==> src/rtl/sap_control_seq.sv <==
// SAP 16-bit CPU sequencer: fetch/decode/operand-fetch/execute FSM that
// drives an external combinational ALU and a sync-read memory.
module sap_control_seq #(
  parameter logic [11:0] RESET_PC = 12'h000
) (
  input  logic        clk,
  input  logic        rst,
  output logic [11:0] mem_addr,
  input  logic [15:0] mem_rdata,
  output logic [15:0] mem_wdata,
  output logic        mem_we,
  output logic [15:0] alu_a,
  output logic [15:0] alu_b,
  output logic [3:0]  alu_op,
  input  logic [16:0] alu_res,
  input  logic [1:0]  alu_flag,
  output logic [15:0] out_data,
  output logic        out_valid,
  output logic        halted
);

  typedef enum logic [2:0] {
    FETCH, LOADIR, DECODE, OPRD, OPLD, EXEC, HALT
  } state_t;

  localparam logic [3:0] OP_NOP = 4'h0, OP_LDA = 4'h1, OP_STA = 4'h2,
                         OP_ADD = 4'h3, OP_SUB = 4'h4, OP_AND = 4'h5,
                         OP_OR  = 4'h6, OP_XOR = 4'h7, OP_INC = 4'h8,
                         OP_DEC = 4'h9, OP_NOT = 4'hA, OP_JMP = 4'hB,
                         OP_JZ  = 4'hC, OP_JV  = 4'hD, OP_OUT = 4'hE,
                         OP_HLT = 4'hF;

  state_t      state;
  logic [11:0] pc;
  logic [15:0] ir, acc, b;
  logic        z, v;
  logic [3:0]  opc;

  assign opc       = ir[15:12];
  assign mem_wdata = acc;
  assign alu_a     = acc;
  assign alu_b     = b;

  // Operand address only in OPRD and STA decode; PC otherwise. Write is
  // killed by reset in the same cycle so an abandoned STA never lands.
  always_comb begin
    mem_addr = pc;
    mem_we   = 1'b0;
    if (state == OPRD) mem_addr = ir[11:0];
    if (state == DECODE && opc == OP_STA) begin
      mem_addr = ir[11:0];
      mem_we   = ~rst;
    end
  end

  // ALU opcode is a pure decode of IR, held steady in every state.
  always_comb begin
    alu_op = 4'd0;
    case (opc)
      OP_ADD:  alu_op = 4'd0;
      OP_SUB:  alu_op = 4'd1;
      OP_INC:  alu_op = 4'd2;
      OP_DEC:  alu_op = 4'd3;
      OP_AND:  alu_op = 4'd4;
      OP_OR:   alu_op = 4'd5;
      OP_XOR:  alu_op = 4'd6;
      OP_NOT:  alu_op = 4'd7;
      default: alu_op = 4'd0;
    endcase
  end

  // Main sequencer: state, architectural registers and registered outputs.
  always_ff @(posedge clk) begin
    if (rst) begin
      state     <= FETCH;
      pc        <= RESET_PC;
      ir        <= 16'h0;
      acc       <= 16'h0;
      b         <= 16'h0;
      z         <= 1'b0;
      v         <= 1'b0;
      out_data  <= 16'h0;
      out_valid <= 1'b0;
      halted    <= 1'b0;
    end else begin
      out_valid <= 1'b0;
      case (state)
        FETCH: state <= LOADIR;
        LOADIR: begin
          ir    <= mem_rdata;
          pc    <= pc + 12'd1;
          state <= DECODE;
        end
        DECODE: begin
          state <= FETCH;
          case (opc)
            OP_LDA, OP_ADD, OP_SUB, OP_AND, OP_OR, OP_XOR: state <= OPRD;
            OP_INC, OP_DEC, OP_NOT: state <= EXEC;
            OP_JMP: pc <= ir[11:0];
            OP_JZ:  if (z) pc <= ir[11:0];
            OP_JV:  if (v) pc <= ir[11:0];
            OP_OUT: begin
              out_data  <= acc;
              out_valid <= 1'b1;
            end
            OP_HLT: begin
              state  <= HALT;
              halted <= 1'b1;
            end
            default: state <= FETCH;
          endcase
        end
        OPRD: state <= OPLD;
        OPLD: begin
          if (opc == OP_LDA) begin
            acc   <= mem_rdata;
            state <= FETCH;
          end else begin
            b     <= mem_rdata;
            state <= EXEC;
          end
        end
        EXEC: begin
          acc   <= alu_res[15:0];
          z     <= alu_flag[0];
          v     <= alu_flag[1];
          state <= FETCH;
        end
        HALT:    state <= HALT;
        default: state <= FETCH;
      endcase
    end
  end

endmodule

==> config.mk <==
export PLATFORM = sky130hd
export DESIGN_NAME = sap_control_seq
export DESIGN_NICKNAME = d
export VERILOG_FILES = /design/src/rtl/sap_control_seq.sv
export SDC_FILE = /design/constraint.sdc
export NUM_CORES = 1
export LEC_CHECK = 0
export CELL_PAD_IN_SITES_DETAIL_PLACEMENT = 1
export CELL_PAD_IN_SITES_GLOBAL_PLACEMENT = 2
export CORE_UTILIZATION = 40
export CTS_CLUSTER_DIAMETER = 60
export DETAILED_ROUTE_END_ITERATION = 7
export DONT_BUFFER_PORTS = 1
export GPL_TIMING_DRIVEN = 0
export PLACE_DENSITY_LB_ADDON = 0.3
export SLEW_MARGIN = 40
export SYNTH_ARGS = -nofsm -noshare
export SYNTH_HDL_FRONTEND = slang
export SYNTH_SLANG_ARGS = --single-unit
export TNS_END_PERCENT = 100
==> constraint.sdc <==
create_clock -name clk -period 2.65 [get_ports clk]
set_input_delay 0.265 -clock clk [delete_from_list [all_inputs] [get_ports clk]]
set_output_delay 0.265 -clock clk [all_outputs]
set_load 0.05 [all_outputs]
# After elaboration in Yosys (flattened, before gate mapping)
# Memories as Yosys holds them, arrays and structs flattened. A register that Yosys moved wholly into a read port is not among the register bits.
# Cells that the tools add are included.
[word_totals] ff_bits=83 rom_bits=48 inputBits=37 output_inout_bits=83 word_cells=67 mem_count=1
[mem_list] name="(no name shown)" depth=16 width=3 read_ports=1 rd_ports_with_merged_regs=1 wr=0 line="59" source="case (opc)"
[classes] addsub=1 n_eq_ne=25 mux=15 bitwise=3 reduce_logical=12
[ops] operator="12-bit two-way mux" n=4
[ops] operator="12-bit case mux with 3 select lines" n=1
[ops] operator="4-bit == test (second input constant)" n=8
[ops] operator="16-bit case mux with 2 select lines" n=1
[ops] operator="12-bit case mux with 2 select lines" n=1
[ops] operator="3-bit case mux with 6 select lines" n=1
[ops] operator="4-bit by 3-bit == test with 1-bit output (second input constant)" n=4
[ops] operator="16-bit two-way mux" n=1
[ops] operator="12-bit by 1-bit adder with 12-bit output (second input constant)" n=1
[ops] operator="3-bit == test (second input constant)" n=3
[ops] operator="3-bit case mux with 3 select lines" n=1
[ops] operator="4-bit by 2-bit == test with 1-bit output (second input constant)" n=2
[ops] operator="4-bit two-way mux" n=2
[ops] operator="2-bit AND reduction" n=4
[ops] operator="3-bit by 2-bit == test with 1-bit output (second input constant)" n=2
[ops] operator="3-bit != test (second input constant)" n=2
[ops] operator="6-bit OR reduction" n=1
[ops] operator="4-bit by 1-bit == test with 1-bit output (second input constant)" n=1
[ops] operator="4-bit by 1-bit != test with 1-bit output (second input constant)" n=1
[ops] operator="4-bit AND reduction" n=1
[ops] operator="2-bit nonzero test" n=2
[ops] operator="3-bit by 1-bit == test with 1-bit output (second input constant)" n=1
[ops] operator="3-bit logical NOT" n=1
[ops] operator="3-bit two-way mux" n=1
[ops] operator="6 further kinds" n=9

# Logic depth before layout (Yosys ltp)
# Gate-level depths: netlist of the first run.
[depth] depth_word=4 mapped_depth=9 mapped_depth_nobuf=7

# Worst setup path after synthesis of the first run
# No wires, ideal clock.
[synth_timing] path_type="reg2out" start="reg state[0]" end="out mem_we" arrival_ns=2.125 required_time_ns=2.385 path_slack_ns=0.260 path_stages_with_launch=5 n_path_buf=2 path_cell_list="dfxtp_1 > buf_6 > or3b_4 > buf_6 > nor3b_1"
[synth_between] elab_chain_cells=3
[synth_rtl] item="start, declared" line="33" source="state_t state;"
[synth_rtl] item="start signal, assigned" line="75" source="state <= FETCH;"
[synth_rtl] item="start signal, assigned" line="88" source="FETCH: state <= LOADIR;"
[synth_rtl] item="start signal, assigned" line="92" source="state <= DECODE;"
[synth_rtl] item="3-bit by 2-bit == test with 1-bit output" line="50" source="if (state == DECODE && opc == OP_STA) begin"
[synth_rtl] item="1-bit logical AND" line="50"
[synth_rtl] item="1-bit two-way mux" line="50"
[synth_rtl] item="end, declared" line="11" source="output logic mem_we,"
# Every way passes these cells.

# Final worst setup path of the first run
[layout_timing] start="reg ir[12]" end="out mem_addr[4]"
[layout_between] elab_chain_cells=3
[layout_rtl] item="start, declared" line="35" source="logic [15:0] ir, acc, b;"
[layout_rtl] item="start signal, assigned" line="90" source="ir <= mem_rdata;"
[layout_rtl] item="4-bit by 2-bit == test with 1-bit output" line="50"
[layout_rtl] item="1-bit logical AND" line="50"
[layout_rtl] item="12-bit two-way mux" line="50"
[layout_rtl] item="end, declared" line="8" source="output logic [11:0] mem_addr,"
# Every way passes these cells.

==> results.txt, run 1 <==
Ys async rst share: 0
First-pass GRT wire length: 20.3 mm
Mapped Area: 4240 µm²
Vias per cell: 5.59
Final Slew Violations: 0
Hold slack: 29.3 ps
Starting Density: 0.412
Post-Synth XOR/XNOR Area: 0
Postcts setup bufs: 0
Average wire per standard cell: 20.3 µm
Cell area power density: 657 nW/µm²
FP Rows: 37
Proportion of layout cells with a drive suffix above 1: 0.171
DIE AREA: 11000 µm²
Final Hold Viols: 0
Gr usage total: 0.240
Power Total: 0.00305 W
CTS Sinks: 86
Status: finished, final reports clean
Drt total wl: 12.8 mm
F_max: 402 MHz
Placer congestion estimate: 0.832
# IOs: 120
Critical Path Start Type: flip-flop
CTS resizes: 1
Detail Route Antenna Nets: 0
Dominant synthesized flop cell: dfxtp_1
Post-synth top area share: 0.406
Most area-consuming cells after synthesis: dfxtp_1 (41%), mux2i_1 (7.6%), nand2_1 (6.7%), a21oi_1 (5.8%), a211oi_1 (4.1%)
Worst-case clock skew: 15.7 ps
Sw Ratio: 0.318
WP data required: 2380 ps
Largest net degree at the start of global routing: 15
Seq/Total Area, Yosys: 0.406
CORE AREA: 10300 µm²
Final core occ: 0.451
First drt pass iteration count: 4
Final setup violation count: 0
Clock buffer depth: 2
Final #Nets: 534
Post-synthesis register bit count: 86
Clk pwr share: 0.348
Fin area: 4640 µm²
Adder-Cell Fraction of Synth Area: 0.0118
Post-synthesis mux area share: 0.119
PortBufs: 0
Mapped Cells: 482
Placed inst area: 4410 µm²
Clock root cell: clkbuf_8
Max FO, Critical Path: 10
Crit path DAT: 2220 ps
VDD IR max: 227 µV
Setup TNS: 0 ps
Unrepaired setup endpoints after global routing: no
Net Switching: 0.000968 W
Crit path kind: flip-flop to primary output
Syn_nets: 523
Clock latency on the worst-skew pair: 370 ps
Unique masters post-synth: 55
Post-layout minimum cycle time: 2490 ps
Ant diodes: 0
Routed vias: 3537
Yosys top cell by area: dfxtp_1
Hold crit path type: primary input to flip-flop
Die height: 105 µm
H-tree lvl count: 3
TritonCTS buffer count: 9
Leakage Power: 1.83 nW
Internal power: 0.00208 W
Detailed-route DRC error count: 0
Synth Area in Simple Gates: 0.199
Actual slew at the worst max-slew pin: 847 ps
FILL cells: 1234
Vias in the first global route: 3669
Seq pwr share: 0.487
# hold bufs at CTS: 0
Horiz. Die Dim: 105 µm
Synth Area in Compound Gates: 0.170
Nature of the critical path endpoint: primary output
Logic pwr share: 0.166
Max cap viols: 0
1st-iter DRT viols: 158
Initial antenna violation count: 0
Max-slew headroom: 0.433
Yosys warns: 0
Syn_area_per_cell: 8.79 µm²
Largest family of logic cells by synthesized area: simple AND/OR/NAND/NOR gates
Remaining Overflow, GRT: 0
Area growth syn-to-layout: 9.51%
Period utilization: 0.938
Number of flops mapped to enable cells by yosys: 0
Final HPWL DP: 9.50 mm
TritonCTS clock tree: done
CTS clk-pin slew, worst paths: 100 ps
==> power groups by stage <==
| stage | logic [W] | clock network, W | registers (W) |
|---|---|---|---|
| after floorplan | 0.000401 | 0 | 0.00149 |
| after global placement | 0.000489 | 0 | 0.00151 |
| after detailed placement | 0.000503 | 0 | 0.00151 |
| after CTS | 0.000506 | 0.00107 | 0.00148 |
| after global routing | 0.000547 | 0.00112 | 0.00149 |
| final | 0.000505 | 0.00106 | 0.00148 |
==> metrics by stage <==
stage | cells | worst slack, ps
floorplan | 482 | 260
global placement | 618 | 174
detailed placement | 618 | 273
CTS | 633 | 0.259
global route | 633 | 57.3
finish | 633 | 164
==> worst paths after layout <==
path,start,to,slack [ps],cells after the start
hold reg to reg,ir[4],ir[4],510,2
setup reg to reg,state[2],pc[11],530,6
setup / recovery,ir[12],mem_addr[4],160,6
hold / removal,mem_rdata[10],ir[10],30,2
==> critical path, cell delays in order (launching register included) <==
cell and delay, ps:
dfxtp_1 320, clkbuf_2 200, nand2b_1 230, nor3_1 110
o21ai_2 210, clkbuf_4 290, mux2_2 490
==> flip-flops by register name, indices dropped and copies added, names as in the netlist, 3 cells and up <==
name      flops
alu_b        16
alu_a        16
out_data     16
state         3
alu_op        3
pc           12
ir           16
==> cells in the final DEF, fill, tap and decap left out, drive strengths merged, types with 6 or more instances in the layout <==
master  Yosys  layout
a211oi     24      24
mux2       16      16
buf        39      38
nand2b     12      12
inv         8       9
nor3b       6       6
nor2       37      37
o32ai      10      10
mux2i      32      32
nand3       7       7
nand2      77      77
clkbuf     19      30
dfxtp      86      86
a221oi      6       6
a21oi      50      50
==> logic make-up (layout without fill, tap and decap cells) <==
group / Yosys count / after routing
flip-flops: 86 / 86
buffers and inverters: 66 / 81
adder cells (fa/ha/maj): 4 / 4
AO/OA/AOI/OAI: 107 / 107
multiplexers: 48 / 48
other: 1 / 1
AND/OR/NAND/NOR: 170 / 170
==> cells in the mapped netlist, types with 4 or more instances <==
cell,instances
nor2_1,36
a21oi_1,49
mux2i_1,32
nor3_1,4
nand2_1,76
nand4_1,4
buf_6,9
inv_1,8
clkbuf_1,18
nor3b_2,4
o31a_1,5
a211oi_1,23
o32ai_1,10
buf_4,17
ha_1,4
dfxtp_1,86
mux2_2,15
buf_2,12
nand2b_1,12
nand3_1,7
a221oi_1,6
==> routing by layer <==
metal  part of all wire  up-vias  wire length (µm)  track usage
met4              0.018        0               230       0.0915
met3              0.055       16               704       0.0449
met1               0.46     1715              5840        0.314
li1                   -     1703                 -            -
met2               0.47      103              6050        0.390
met5                  0        -                 0            0
==> area by class of cell <==
cell class | count | area (µm²) | area share
multi-input cells | 330 | 2130 | 0.459
well taps | 136 | 170 | 0.0367
clock buffers | 10 | 138 | 0.0297
inverters | 8 | 30.0 | 0.00647
flip-flops and latches | 86 | 1720 | 0.371
plain buffers | 58 | 369 | 0.0796
clock inverters | 5 | 82.6 | 0.0178
Note: power is estimated with default switching activity, not from simulation.
==> inputs of run 2 (changes only) <==
--- a/config.mk
+++ b/config.mk
@@ -12,7 +12,7 @@
 export DETAILED_ROUTE_END_ITERATION = 7
 export DONT_BUFFER_PORTS = 1
 export GPL_TIMING_DRIVEN = 0
-export PLACE_DENSITY_LB_ADDON = 0.3
+export PLACE_DENSITY = 0.93
 export SLEW_MARGIN = 40
 export SYNTH_ARGS = -nofsm -noshare
 export SYNTH_HDL_FRONTEND = slang
==> results.txt, run 2 (synthesis results as in run 1) <==
Starting Density: 0.412 (unchanged)
Worst-case clock skew: 21.3 ps (was 15.7 ps)
Vias per cell: 5.71 (was 5.59)
Remaining Overflow, GRT: 0 (unchanged)
Detail Route Antenna Nets: 0 (unchanged)
1st-iter DRT viols: 226 (was 158)
Critical path buffer and inverter count: 2 (unchanged)
Status: finished, final reports clean (unchanged)
Clk pwr share: 0.332 (was 0.348)
Final HPWL DP: 9.54 mm (was 9.50 mm)
Final Hold Viols: 0 (unchanged)
Crit path kind: flip-flop to primary output (unchanged)
F_max: 399 MHz (was 402 MHz)
Internal power: 0.00197 W (was 0.00208 W)
VDD IR max: 219 µV (was 227 µV)
Final worst slack: 146 ps (was 164 ps)
Vias in the first global route: 3636 (was 3669)
Slowest CP cell: mux2_2 (unchanged)
Place WS: 299 ps (was 273 ps)
Post-Layout Cell Count: 634 (was 633)
Crit-path cells: clkbuf_2 -> nand2b_1 -> nor3_1 -> o21ai_2 -> clkbuf_4 -> mux2_2 (unchanged)
Post-layout minimum cycle time: 2500 ps (was 2490 ps)
H-tree lvl count: 3 (unchanged)
Sw Ratio: 0.339 (was 0.318)
Met3 Use GR: 0.0561 (was 0.0449)
First drt pass iteration count: 4 (unchanged)
Postcts setup bufs: 0 (unchanged)
Met2 Usage GRT: 0.393 (was 0.390)
# IOs: 120 (unchanged)
TritonCTS clock tree: done (unchanged)
Die height: 105 µm (unchanged)
Area growth syn-to-layout: 9.27% (was 9.51%)
Placer congestion estimate: 0.828 (was 0.832)
Routed vias: 3622 (was 3537)
CTS clk-pin slew, worst paths: 100 ps (about the same)
Seq. cell area: 1720 µm² (unchanged)
Multi-input gate area: 2130 µm² (about the same)
Met1 GRT Util: 0.304 (was 0.314)
Nature of the critical path endpoint: primary output (unchanged)
Actual slew at the worst max-slew pin: 709 ps (was 847 ps)
Leakage Power: 1.83 nW (about the same)
Horiz. Die Dim: 105 µm (unchanged)
Worst Min Path Start: mem_rdata[11] (was mem_rdata[10])
Final Slew Violations: 0 (unchanged)
Logic pwr share: 0.170 (was 0.166)
Largest net degree at the start of global routing: 17 (was 15)
Ant diodes: 0 (unchanged)
Clock root cell: clkbuf_8 (unchanged)
Worst path max stage delay: 430 ps (was 490 ps)
Cell area power density: 643 nW/µm² (was 657 nW/µm²)
Max-slew headroom: 0.527 (was 0.433)
TritonCTS buffer count: 9 (unchanged)
Final #Nets: 534 (unchanged)
Critical Path Start Type: flip-flop (unchanged)
Cell family with most CP delay: simple AND/OR/NAND/NOR gates (was buffers and inverters)
# hold bufs at CTS: 0 (unchanged)
Initial antenna violation count: 0 (unchanged)
Busiest grt layer: met2 (unchanged)
CTS Sinks: 86 (unchanged)
Max cap viols: 0 (unchanged)
Max FO, Critical Path: 10 (unchanged)
Net Switching: 0.00101 W (was 0.000968 W)
Period utilization: 0.945 (was 0.938)
Gr usage total: 0.238 (was 0.240)
PortBufs: 0 (unchanged)
Seq pwr share: 0.498 (was 0.487)
Capture point of the worst reg-to-reg path: pc[8] (was pc[11])
Worst reg-to-reg setup slack: 530 ps (about the same)
Clock buffer depth: 2 (unchanged)
Crit path DAT: 2240 ps (was 2220 ps)
Proportion of layout cells with a drive suffix above 1: 0.173 (was 0.171)
Most common cell after layout, fill and taps aside: dfxtp_1 (unchanged)
CORE AREA: 10300 µm² (unchanged)
First-pass GRT wire length: 20.1 mm (was 20.3 mm)
DIE AREA: 11000 µm² (unchanged)
Hold crit path type: primary input to flip-flop (unchanged)
Average wire per standard cell: 20.4 µm (was 20.3 µm)
Reg-to-Reg Start: state[2] (unchanged)
Unrepaired setup endpoints after global routing: no (unchanged)
FF-to-FF path depth: 6 (unchanged)
Min-Delay Path Depth: 2 (unchanged)
Final setup violation count: 0 (unchanged)
WP data required: 2380 ps (about the same)
FP Rows: 37 (unchanged)
Drt total wl: 12.9 mm (was 12.8 mm)
Most frequent cells in the layout: dfxtp_1 (86), nand2_1 (76), a21oi_1 (49) (unchanged)
FILL cells: 1224 (was 1234)
Dpl cells: 618 (unchanged)
Hold endpoint: ir[11] (was ir[10])
Detailed-route DRC error count: 0 (unchanged)
Setup TNS: 0 ps (unchanged)
Clock latency on the worst-skew pair: 390 ps (was 370 ps)
==> run 2: stage by stage <==
stage	cell area [µm²]	power, W	hold slack [ps]	utilization
2_1_floorplan	4240	0.00189	401	-
3_3_place_gp	4410	0.00199	408	0.429
3_5_place_dp	4410	0.00201	413	0.429
4_1_cts	4620	0.00298	2.63	0.449
5_1_grt	4630	0.00309	16.9	0.450
6_report	4630	0.00298	11.6	0.450
==> run 2: area by class of cell <==
cell class,instances,area share
flip-flops and latches,86,0.372
well taps,136,0.0368
multi-input cells,330,0.461
inverters,8,0.00649
clock buffers,9,0.0268
clock inverters,7,0.0173
plain buffers,58,0.0797
==> run 2: repair_timing <==
action / CTS / global route
resized for setup: 1 / 4
endpoints found under the setup margin: 10 / 10
pin swaps: 0 / 0
==> run 2: routing by layer <==
layer  wire length, µm  vias to the layer above
met1              5720                     1786
met4               192                        0
li1                  -                     1708
met5                 0                        -
met3               897                       16
met2              6100                      112
==> run 2: power groups by stage <==
| stage | Clock [W] | Combinational (W) | Sequential [W] |
|---|---|---|---|
| after CTS | 0.000995 | 0.000504 | 0.00148 |
| final | 0.000988 | 0.000508 | 0.00148 |
| after detailed placement | 0 | 0.000502 | 0.00151 |
| after floorplan | 0 | 0.000401 | 0.00149 |
| after global routing | 0.00105 | 0.000550 | 0.00149 |
| after global placement | 0 | 0.000485 | 0.00151 |
==> run 2: how the worst max path moves through the flow <==
stage / start / end / slack [ps] / cells after the start
global route: ir[12] / mem_addr[5] / 50 / 6
floorplan: state[0] / mem_we / 260 / 4
CTS: ir[15] / mem_addr[5] / 30 / 5
detailed placement: ir[15] / mem_addr[5] / 300 / 5
finish: ir[12] / mem_addr[4] / 150 / 6
global placement: ir[12] / mem_we / 170 / 4
==> inputs of run 3 (changes only) <==
==> constraint.sdc (replaced) <==
create_clock -name clk -period 2.65 [get_ports clk]
set_input_delay 0.53 -clock clk [delete_from_list [all_inputs] [get_ports clk]]
set_output_delay 0.53 -clock clk [all_outputs]
set_load 0.05 [all_outputs]
==> results.txt, run 3 (synthesis results as in run 1) <==
VDD IR max: 310 µV (was 219 µV)
Detail Route Antenna Nets: 0 (unchanged)
Unrepaired setup endpoints after global routing: yes (was no)
Detailed-route DRC error count: 0 (unchanged)
Critical Path Start Type: flip-flop (unchanged)
Clock root cell: clkbuf_8 (unchanged)
Multi-input gate area: 2160 µm² (was 2130 µm²)
First drt pass iteration count: 4 (unchanged)
Final setup violation count: 0 (unchanged)
TritonCTS clock tree: done (unchanged)
TritonCTS buffer count: 9 (unchanged)
Seq. cell area: 1720 µm² (unchanged)
FILL cells: 1233 (was 1224)
F_max: 391 MHz (was 399 MHz)
Postcts setup bufs: 0 (unchanged)
CTS Sinks: 86 (unchanged)
Routed vias: 3594 (was 3622)
Largest net degree at the start of global routing: 16 (was 17)
Most common cell after layout, fill and taps aside: dfxtp_1 (unchanged)
Final Slew Violations: 0 (unchanged)
Initial antenna violation count: 0 (unchanged)
DIE AREA: 11000 µm² (unchanged)
Vias in the first global route: 3598 (was 3636)
Most frequent cells in the layout: dfxtp_1 (86), nand2_1 (76), a21oi_1 (49) (unchanged)
Slowest CP cell: mux2_2 (unchanged)
Area growth syn-to-layout: 9.39% (was 9.27%)
Vias per cell: 5.67 (was 5.71)
Proportion of layout cells with a drive suffix above 1: 0.177 (was 0.173)
Status: finished, final reports clean (unchanged)
Post-layout minimum cycle time: 2560 ps (was 2500 ps)
Dpl cells: 618 (unchanged)
Power Total: 0.00288 W (was 0.00298 W)
Final worst slack: 90.5 ps (was 146 ps)
Crit path kind: flip-flop to primary output (unchanged)
Hold slack: 291 ps (was 11.6 ps)
Drt total wl: 12.7 mm (was 12.9 mm)
# hold bufs at CTS: 0 (unchanged)
Nature of the critical path endpoint: primary output (unchanged)
Clock buffer depth: 2 (unchanged)
Met2 wire length: 6.00 mm (was 6.10 mm)
Hold crit path type: primary input to flip-flop (unchanged)
Die height: 105 µm (unchanged)
First-pass GRT wire length: 19.8 mm (was 20.1 mm)
Critical path buffer and inverter count: 2 (unchanged)
Clock latency on the worst-skew pair: 370 ps (was 390 ps)
# IOs: 120 (unchanged)
Max cap viols: 0 (unchanged)
Post-Layout Cell Count: 634 (unchanged)
Horiz. Die Dim: 105 µm (unchanged)
Crit-path cells: clkbuf_2 -> nand2b_2 -> nor3_2 -> o21ai_2 -> buf_6 -> mux2_2 (was clkbuf_2 -> nand2b_1 -> nor3_1 -> o21ai_2 -> clkbuf_4 -> mux2_2)
Gr usage total: 0.234 (was 0.238)
H-tree lvl count: 3 (unchanged)
Crit path DAT: 2030 ps (was 2240 ps)
Worst-case clock skew: 11.5 ps (was 21.3 ps)
Period utilization: 0.966 (was 0.945)
Actual slew at the worst max-slew pin: 701 ps (was 709 ps)
Final HPWL DP: 9.43 mm (was 9.54 mm)
Final Hold Viols: 0 (unchanged)
Average wire per standard cell: 20.0 µm (was 20.4 µm)
FP Rows: 37 (unchanged)
Post-Route M1 WL: 5.60 mm (was 5.72 mm)
Max FO, Critical Path: 10 (unchanged)
Max-slew headroom: 0.533 (was 0.527)
PortBufs: 0 (unchanged)
Starting Density: 0.412 (unchanged)
Worst path max stage delay: 480 ps (was 430 ps)
WP data required: 2120 ps (was 2380 ps)
Cell area power density: 621 nW/µm² (was 643 nW/µm²)
Leakage Power: 1.85 nW (was 1.83 nW)
Remaining Overflow, GRT: 0 (unchanged)
Final #Nets: 534 (unchanged)
Place WS: 46.6 ps (was 299 ps)
Ant diodes: 0 (unchanged)
CORE AREA: 10300 µm² (unchanged)
Cell family with most CP delay: multiplexers (was simple AND/OR/NAND/NOR gates)
1st-iter DRT viols: 194 (was 226)
Top Layer Used: met4 (unchanged)
DR WL met3: 926 µm (was 897 µm)
Placer congestion estimate: 0.816 (was 0.828)
CTS clk-pin slew, worst paths: 90 ps (was 100 ps)
-- run 3: cell types whose count changed in the layout (fill, tap and decap cells not counted), moves of 2 or more --
cell	change
mux2_2	-4
clkinv_2	+2
clkinvlp_4	-2
mux2_4	+4
-- run 3: layout make-up --
| class | instances | share of cell area |
|---|---|---|
| Buffer | 58 | 0.0805 |
| Clock buffer | 10 | 0.0297 |
| Clock inverter | 6 | 0.00972 |
| Inverter | 8 | 0.00648 |
| Multi-Input combinational cell | 330 | 0.465 |
| Sequential cell | 86 | 0.371 |
| Tap cell | 136 | 0.0367 |
-- run 3: report_power, final --
| part | total (W) | switching, W | internal [W] |
|---|---|---|---|
| logic | 0.000511 | 0.000332 | 0.000178 |
| registers | 0.00148 | 0.000133 | 0.00135 |
| clock network | 0.000887 | 0.000513 | 0.000373 |
| total | 0.00288 | 0.000978 | 0.00190 |
-- run 3: layer usage --
metal | track usage | vias up
met5 | 0 | -
met4 | 0.0664 | 0
met3 | 0.0636 | 11
met2 | 0.388 | 125
met1 | 0.296 | 1753
li1 | - | 1705
-- run 3: worst paths after layout --
kind,to,slack (ps),start,cells after the start
min reg2reg,ir[10],490,ir[10],2
max,mem_addr[8],90,ir[12],6
max reg2reg,pc[8],570,state[2],6
min,ir[8],290,mem_rdata[8],2
-- run 3: metrics by stage --
| step | cell area (µm²) | setup TNS [ps] | utilization |
|---|---|---|---|
| 3_5_place_dp | 4410 | 0 | 0.429 |
| 4_1_cts | 4620 | 0 | 0.450 |
| 3_3_place_gp | 4410 | 0 | 0.429 |
| 6_report | 4630 | 0 | 0.451 |
| 2_1_floorplan | 4240 | 0 | - |
| 5_1_grt | 4630 | -107 | 0.451 |
-- run 3: timing repair --
action / 4_1_cts / 5_1_grt
hold endpoints to repair: 0 / 0
resized for setup: 8 / 4
endpoints found under the setup margin: 13 / 10
